===== src/rtl/reset_sequencer.sv =====
// rtl/reset_sequencer.sv - arbitrates reset requests and releases Flash, peripheral and CPU resets in order
module reset_sequencer #(
    parameter int HOLD_CYCLES  = 16,
    parameter int FLASH_DELAY  = 128,
    parameter int PERIPH_DELAY = 16,
    parameter int CNT_W        = 8
) (
    input  logic       sys_clk,
    input  logic       sys_rst_n,
    input  logic       req_button,
    input  logic       req_soft,
    input  logic       req_wdt,
    input  logic       cause_clr,
    output logic       flash_rst_n,
    output logic       periph_rst_n,
    output logic       cpu_rst,
    output logic       busy,
    output logic [3:0] cause
);

    typedef enum logic [1:0] {
        ASSERT      = 2'd0,
        FLASH_WAIT  = 2'd1,
        PERIPH_WAIT = 2'd2,
        RUN         = 2'd3
    } state_t;

    localparam logic [CNT_W-1:0] HOLD_LAST   = CNT_W'(HOLD_CYCLES - 1);
    localparam logic [CNT_W-1:0] FLASH_LAST  = CNT_W'(FLASH_DELAY - 1);
    localparam logic [CNT_W-1:0] PERIPH_LAST = CNT_W'(PERIPH_DELAY - 1);
    localparam logic [CNT_W-1:0] CNT_ONE     = CNT_W'(1);

    state_t           state_q;
    logic [CNT_W-1:0] cnt_q;
    logic             flash_rst_n_q;
    logic             periph_rst_n_q;
    logic             cpu_rst_q;
    logic             busy_q;
    logic [3:0]       cause_q;
    logic             btn_meta_q;
    logic             btn_s_q;
    logic             req;

    // The button is a raw asynchronous level, so it gets two flops before use.
    always_ff @(posedge sys_clk or negedge sys_rst_n) begin
        if (!sys_rst_n) begin
            btn_meta_q <= 1'b0;
            btn_s_q    <= 1'b0;
        end else begin
            btn_meta_q <= req_button;
            btn_s_q    <= btn_meta_q;
        end
    end

    assign req = btn_s_q | req_soft | req_wdt;

    always_ff @(posedge sys_clk or negedge sys_rst_n) begin
        if (!sys_rst_n) begin
            state_q        <= ASSERT;
            cnt_q          <= '0;
            flash_rst_n_q  <= 1'b0;
            periph_rst_n_q <= 1'b0;
            cpu_rst_q      <= 1'b1;
            busy_q         <= 1'b1;
        end else if (req) begin
            state_q        <= ASSERT;
            cnt_q          <= '0;
            flash_rst_n_q  <= 1'b0;
            periph_rst_n_q <= 1'b0;
            cpu_rst_q      <= 1'b1;
            busy_q         <= 1'b1;
        end else begin
            case (state_q)
                ASSERT: begin
                    if (cnt_q == HOLD_LAST) begin
                        state_q       <= FLASH_WAIT;
                        cnt_q         <= '0;
                        flash_rst_n_q <= 1'b1;
                    end else begin
                        cnt_q <= cnt_q + CNT_ONE;
                    end
                end
                FLASH_WAIT: begin
                    if (cnt_q == FLASH_LAST) begin
                        state_q        <= PERIPH_WAIT;
                        cnt_q          <= '0;
                        periph_rst_n_q <= 1'b1;
                    end else begin
                        cnt_q <= cnt_q + CNT_ONE;
                    end
                end
                PERIPH_WAIT: begin
                    if (cnt_q == PERIPH_LAST) begin
                        state_q   <= RUN;
                        cpu_rst_q <= 1'b0;
                        busy_q    <= 1'b0;
                    end else begin
                        cnt_q <= cnt_q + CNT_ONE;
                    end
                end
                default: begin
                    state_q <= RUN;
                end
            endcase
        end
    end

    // Cause bits are sticky; a request in the same cycle as a clear takes priority.
    always_ff @(posedge sys_clk or negedge sys_rst_n) begin
        if (!sys_rst_n) begin
            cause_q <= 4'b0001;
        end else if (req) begin
            cause_q <= cause_q | {req_wdt, req_soft, btn_s_q, 1'b0};
        end else if (cause_clr && state_q == RUN) begin
            cause_q <= 4'b0000;
        end
    end

    assign flash_rst_n  = flash_rst_n_q;
    assign periph_rst_n = periph_rst_n_q;
    assign cpu_rst      = cpu_rst_q;
    assign busy         = busy_q;
    assign cause        = cause_q;

endmodule


===== config.mk =====
export PLATFORM = sky130hd
export DESIGN_NAME = reset_sequencer
export DESIGN_NICKNAME = d
export VERILOG_FILES = /design/src/rtl/reset_sequencer.sv
export SDC_FILE = /design/constraint.sdc
export NUM_CORES = 1
export LEC_CHECK = 0
export BUFFER_PORTS_ARGS = -buffer_cell sky130_fd_sc_hd__buf_2
export CAP_MARGIN = 20
export CELL_PAD_IN_SITES_DETAIL_PLACEMENT = 1
export CELL_PAD_IN_SITES_GLOBAL_PLACEMENT = 1
export CORE_MARGIN = 1.5
export CORE_UTILIZATION = 43
export CTS_CLUSTER_DIAMETER = 100
export DETAILED_ROUTE_END_ITERATION = 16
export PLACE_DENSITY = 0.77
export SLEW_MARGIN = 25
export SYNTH_ARGS = -nofsm -noshare
export SYNTH_HDL_FRONTEND = slang
export SYNTH_SLANG_ARGS = --single-unit

===== constraint.sdc =====
create_clock -name sys_clk -period 2.4 [get_ports sys_clk]
set_input_delay 0.24 -clock sys_clk [delete_from_list [all_inputs] [get_ports sys_clk]]
set_output_delay 0.24 -clock sys_clk [all_outputs]
set_load 0.1 [all_outputs]

# --- Yosys cells after proc, flatten, opt, wreduce, memory -nomap -nowiden ---
# Cells that the tools add are included.
word_totals:
  register_bits: 19
  in_bits: 6
  output_inout_bits: 8
  word_cells: 56
classes:
  add_sub_neg: 1
  n_eq_ne: 9
  n_mux: 21
  bitwise: 3
  reduce_logical: 14
ops:
  columns: ["op", "count"]
  rows:
  - ["$mux W8", 4]
  - ["$pmux W8 S3", 1]
  - ["$ne A3 B3 Y1 const B", 4]
  - ["$reduce_bool A2 Y1", 6]
  - ["$mux W1", 9]
  - ["$add A8 B1 Y8 const B", 1]
  - ["$eq A8 B4 Y1 const B", 1]
  - ["$eq A8 B7 Y1 const B", 1]
  - ["$mux W2", 4]
  - ["$mux W4", 2]
  - ["$reduce_and A2 Y1", 4]
  - ["$pmux W2 S3", 1]
  - ["$eq A2 B2 Y1 const B", 2]
  - ["$or A4 B4 Y4", 1]
  - ["$reduce_bool A4 Y1", 1]
  - ["$reduce_and A3 Y1", 1]
  - ["$eq A2 B1 Y1 const B", 1]
  - ["$logic_not A2 Y1", 1]
  - ["$or A1 B1 Y1", 2]
  - ["$logic_and A1 B1 Y1", 1]

# --- Depth between registers and ports, before layout ---
depth:
  word_depth: 4
  mapped_depth: 6
  ltp_nobuf: 6

# --- Least setup slack after synthesis ---
# No wires, ideal clock.
synth_path:
  path_kind: "register to register"
  startpoint: "reg cnt_q[0]"
  endpoint: "reg cnt_q[7]"
  setup_time_ns: 0.140
  t_arrival_ns: 1.554
  t_required_ns: 2.260
  setup_slack_ns: 0.706
  stages_incl_launch_ff: 7
  n_path_buf: 1
  synth_period_minus_slack_ns: 1.694
  path_cell_list: "dfrtp_1 > ha_1 > nand4_2 > o31a_1 > buf_2 > o221ai_2 > o311ai_1"
synth_via:
  elab_chain_len: 4
  word_cells_on_any_way: 10
  classes_between: "add/sub: 1; eq/ne: 3; mux: 5; reduce/logical: 1"
synth_lines:
  columns: ["item", "line", "source"]
  rows:
  - ["start: declaration", "34", "logic [CNT_W-1:0] cnt_q;"]
  - ["start signal: assignment", "80", "cnt_q <= cnt_q + CNT_ONE;"]
  - ["start signal: assignment", "89", "cnt_q <= cnt_q + CNT_ONE;"]
  - ["start signal: assignment", "98", "cnt_q <= cnt_q + CNT_ONE;"]
  - ["$add A8 B1 Y8 (tied with other cells)", "80, 89, 98", null]
  - ["$mux W8, on equally long branches", "93, 75, 84", null]
  - ["$pmux W8 S3", "73", "case (state_q)"]
  - ["$mux W8", "65", "end else if (req) begin"]
# Several ways; a longest one is shown, not always the timed one. The select of a mux whose other input is x is not followed.
# A chain may end at the register's enable or synchronous reset.

# --- Final worst setup path ---
layout_path:
  startpoint: "reg cnt_q[0]"
  endpoint: "reg cnt_q[3]"
# Same word-level chain as after synthesis.

==> impl_metrics.xml <==
<?xml version="1.0" encoding="UTF-8"?>
<metrics>
  <group name="die">
    <metric name="placement_rows" unit="">18</metric>
    <metric name="ioPinCount" unit="">14</metric>
    <metric name="die-width" unit="um">53.8</metric>
    <metric name="initial_utilization" unit="">0.453</metric>
    <metric name="core-area" unit="um^2">2450</metric>
    <metric name="floorplan.die_area" unit="um^2">2900</metric>
    <metric name="die_h" unit="um">53.8</metric>
  </group>
  <group name="synth">
    <metric name="mean_syn_cell_area" unit="um^2">10.1</metric>
    <metric name="seq_area_frac_synth" unit="">0.430</metric>
    <metric name="muxShareOfSynthArea" unit="">0</metric>
    <metric name="netlist_top_cells_area" unit="">sky130_fd_sc_hd__dfrtp_1 (38%), sky130_fd_sc_hd__ha_1 (5.6%), sky130_fd_sc_hd__nand3_1 (5.4%)</metric>
    <metric name="mapped_nets" unit="">121</metric>
    <metric name="mappedNetlistArea" unit="um^2">1110</metric>
    <metric name="synth_common_cells" unit="">sky130_fd_sc_hd__dfrtp_1 (17), sky130_fd_sc_hd__nand3_1 (12), sky130_fd_sc_hd__nand2_1 (6), sky130_fd_sc_hd__o2111ai_1 (6)</metric>
    <metric name="synth.ff_latch_count" unit="">19</metric>
    <metric name="main_combinational_cell_family_by_area_after_synthesis" unit="">compound AO/OA/AOI/OAI gates</metric>
    <metric name="synth_adder_area_share" unit="">0.0563</metric>
    <metric name="netlist.area_leader.share" unit="">0.383</metric>
    <metric name="post-synth-top-count-cell" unit="">sky130_fd_sc_hd__dfrtp_1</metric>
    <metric name="synth_enable_flop_cells" unit="">0</metric>
    <metric name="synthXorXnorAreaFrac" unit="">0</metric>
    <metric name="synthDistinctLibCells" unit="">40</metric>
    <metric name="netlist.top_cell.by_area" unit="">sky130_fd_sc_hd__dfrtp_1</metric>
    <metric name="synth_simple_gate_area_share" unit="">0.207</metric>
    <metric name="synthesis.yosys.warnings" unit="">0</metric>
    <metric name="netlist_instances" unit="">110</metric>
    <metric name="async_reset_ff_frac" unit="">1.00</metric>
    <metric name="ys.flop_type" unit="">sky130_fd_sc_hd__dfrtp_1</metric>
    <metric name="synth_compound_gate_area_share" unit="">0.234</metric>
  </group>
  <group name="clocking">
    <metric name="tritoncts.num_buffers" unit="">3</metric>
    <metric name="cts-htree-levels" unit="">1</metric>
    <metric name="clockRootBuffer" unit="">sky130_fd_sc_hd__clkbuf_4</metric>
    <metric name="clk_transition_reported_paths" unit="ns">0.11</metric>
    <metric name="clock_sink_count" unit="">19</metric>
    <metric name="post_cts_buffers" unit="">0</metric>
    <metric name="cts_repair_resize_count" unit="">0</metric>
    <metric name="cts_tree" unit="">done</metric>
    <metric name="largest_buffer_count_on_any_clock_path" unit="">2</metric>
    <metric name="clk_latency" unit="ns">0.30</metric>
    <metric name="cts_hold_buffers" unit="">1</metric>
  </group>
  <group name="grt">
    <metric name="first_global_vias" unit="">809</metric>
    <metric name="grt_start_max_net_pins" unit="">20</metric>
    <metric name="grt_remaining_overflow" unit="">0</metric>
    <metric name="first_pass_grt_wire_length" unit="um">4090</metric>
    <metric name="antenna_violations_before_repair" unit="">0</metric>
    <metric name="grt_util_all_layers" unit="">0.200</metric>
  </group>
  <group name="worst_setup_path">
    <metric name="cp-start-kind" unit="">flop</metric>
    <metric name="worst-endpoint-arrival" unit="ns">2.13</metric>
    <metric name="crit_path_max_fanout" unit="">10</metric>
    <metric name="crit_type" unit="">reg2reg</metric>
    <metric name="critical_path.reg2reg.endpoint" unit="">cnt_q[3]</metric>
    <metric name="startpoint" unit="">cnt_q[0]</metric>
    <metric name="nature_of_the_critical_path_endpoint" unit="">flop</metric>
    <metric name="worst_r2r_startpoint" unit="">cnt_q[0]</metric>
    <metric name="worst_case_register_to_register_setup_slack" unit="ns">0.44</metric>
    <metric name="endpoint" unit="">cnt_q[3]</metric>
    <metric name="critPathRequiredTime" unit="ns">2.57</metric>
    <metric name="r2r_cells" unit="">5</metric>
  </group>
  <group name="power_and_ir_drop">
    <metric name="internal_power" unit="uW">392</metric>
    <metric name="power.share.clock" unit="">0.321</metric>
    <metric name="combinationalPowerShare" unit="">0.043</metric>
    <metric name="register_share_of_total_power" unit="">0.636</metric>
    <metric name="irDropWorstVdd" unit="uV">346</metric>
    <metric name="total_power" unit="uW">510</metric>
    <metric name="pwr_density_cell" unit="nW/um^2">426</metric>
    <metric name="sw_frac_of_total" unit="">0.232</metric>
    <metric name="power.net_switching" unit="uW">119</metric>
    <metric name="power_leakage" unit="uW">0.000465</metric>
  </group>
  <group name="run">
    <metric name="max_cap_viol_count" unit="">0</metric>
  </group>
  <group name="placement">
    <metric name="dp_hpwl" unit="um">1860</metric>
    <metric name="postPlaceCellArea" unit="um^2">1160</metric>
    <metric name="weighted_congestion_at_the_end_of_routability_driven_global_placement" unit="">0.844</metric>
    <metric name="place.port_buffers" unit="">13</metric>
  </group>
  <group name="sta">
    <metric name="finalHoldViolations" unit="">0</metric>
    <metric name="skew" unit="ns">0.00563</metric>
    <metric name="final.period_utilization" unit="">0.816</metric>
    <metric name="fmax" unit="GHz">0.510</metric>
    <metric name="worst_pin_slew" unit="ns">0.486</metric>
    <metric name="timing.final.crit_period" unit="ns">1.96</metric>
    <metric name="slew_headroom" unit="">0.674</metric>
    <metric name="timing.final.setup_violations" unit="">0</metric>
    <metric name="drv_slew" unit="">0</metric>
    <metric name="grt_setup_unrepaired" unit="">no</metric>
    <metric name="holdWs" unit="ns">0.0450</metric>
    <metric name="final_total_negative_setup_slack" unit="ns">0</metric>
  </group>
  <group name="final_layout">
    <metric name="final_net_count" unit="">132</metric>
    <metric name="final.fill_count" unit="">291</metric>
    <metric name="post-route-cell-area" unit="um^2">1200</metric>
    <metric name="layout.core_utilization" unit="">0.488</metric>
    <metric name="synthToLayoutAreaGrowth" unit="%">7.77</metric>
    <metric name="drive_above_1_share" unit="">0.225</metric>
    <metric name="insertedDiodeCount" unit="">0</metric>
  </group>
  <group name="detailed_routing">
    <metric name="via_per_inst" unit="">5.76</metric>
    <metric name="drt_wl_total" unit="um">2430</metric>
    <metric name="route.antenna.remaining_nets" unit="">0</metric>
    <metric name="post-route-drc-count" unit="">0</metric>
    <metric name="drt-pass1-iter-count" unit="">4</metric>
    <metric name="wl_per_cell" unit="um">16.2</metric>
    <metric name="detail_route.iter0.violations" unit="">11</metric>
    <metric name="route.vias.total" unit="">864</metric>
  </group>
  <group name="status">
    <metric name="run_status" unit="">completed</metric>
  </group>
  <group name="min_path">
    <metric name="timing.hold.worst.class" unit="">in2reg</metric>
  </group>
</metrics>
worst max-delay path: stages, from the launching register on:
cell,delay [ns]
sky130_fd_sc_hd__dfrtp_1,0.42
sky130_fd_sc_hd__ha_1,0.30
sky130_fd_sc_hd__nand4_2,0.15
sky130_fd_sc_hd__o31a_1,0.45
sky130_fd_sc_hd__o221ai_2,0.37
sky130_fd_sc_hd__o311ai_1,0.15
metrics by stage:
step | worst slack (ns) | instances
2_1_floorplan | 0.706 | 110
3_3_place_gp | 0.560 | 145
3_5_place_dp | 0.451 | 145
4_1_cts | 0.447 | 150
5_1_grt | 0.302 | 150
6_report | 0.441 | 150
placed cells by master (no fill, tap or decap), types with 2 or more instances in the layout:
cell type and count:
sky130_fd_sc_hd__a21oi_1 5, sky130_fd_sc_hd__o21ai_0 2, sky130_fd_sc_hd__buf_2 13, sky130_fd_sc_hd__dfstp_2 2
sky130_fd_sc_hd__nand2_1 6, sky130_fd_sc_hd__clkbuf_4 3, sky130_fd_sc_hd__nand3_1 12, sky130_fd_sc_hd__o311ai_1 5
sky130_fd_sc_hd__nor2_1 4, sky130_fd_sc_hd__a31oi_1 2, sky130_fd_sc_hd__nand2b_1 2, sky130_fd_sc_hd__inv_1 5
sky130_fd_sc_hd__or3_1 2, sky130_fd_sc_hd__a21o_1 3, sky130_fd_sc_hd__ha_1 5, sky130_fd_sc_hd__dfrtp_1 17
sky130_fd_sc_hd__o211ai_1 2, sky130_fd_sc_hd__and2_1 3, sky130_fd_sc_hd__o2111ai_1 6
how the worst min path moves through the flow:
stage,cells past startpoint,slack (ns),startpoint,to
floorplan,0,-0.06,sys_rst_n,btn_meta_q
global placement,1,0.20,sys_rst_n,cnt_q[3]
detailed placement,1,0.21,sys_rst_n,cnt_q[4]
CTS,1,0.03,req_button,btn_meta_q
global route,1,0.01,req_button,btn_meta_q
finish,1,0.04,req_button,btn_meta_q
layer usage:
layer,wire (um),track usage,vias to the layer above
met5,0,0,-
met4,15,0.0641,0
met3,32,0.0333,2
met2,1140,0.301,5
met1,1240,0.290,418
li1,-,-,439
logic make-up after synthesis:
family                     after synthesis
AOI/OAI and AO/OA                       34
adders and majority gates                5
buffers and inverters                   14
DFF                                     19
and+or+nand+nor                         38
registers in the layout, summed over array words and instances (netlist names):
register and count:
busy 1, cause 4, flash_rst_n 1, state_q 2, btn_meta_q 1, cnt_q 8, btn_s_q 1, periph_rst_n 1
cell type report:
cell class                 count  area, um^2  area share
multi-input combinational     77         553       0.462
sequential                    19         478       0.399
timing repair buffer          15        82.6      0.0690
tap                           30        37.5      0.0313
clock buffer                   3        22.5      0.0188
inverter                       5        18.8      0.0157
clock inverter                 1        5.00     0.00418
power groups by stage:
stage               combinational [uW]  clock [uW]  sequential (uW)
finish                            21.9         164              325
floorplan                         6.96           0              330
detailed placement                21.7           0              331
global route                      25.5         189              325
CTS                               22.8         170              325
global placement                  21.0           0              331
Power figures use the tool's default switching activity.
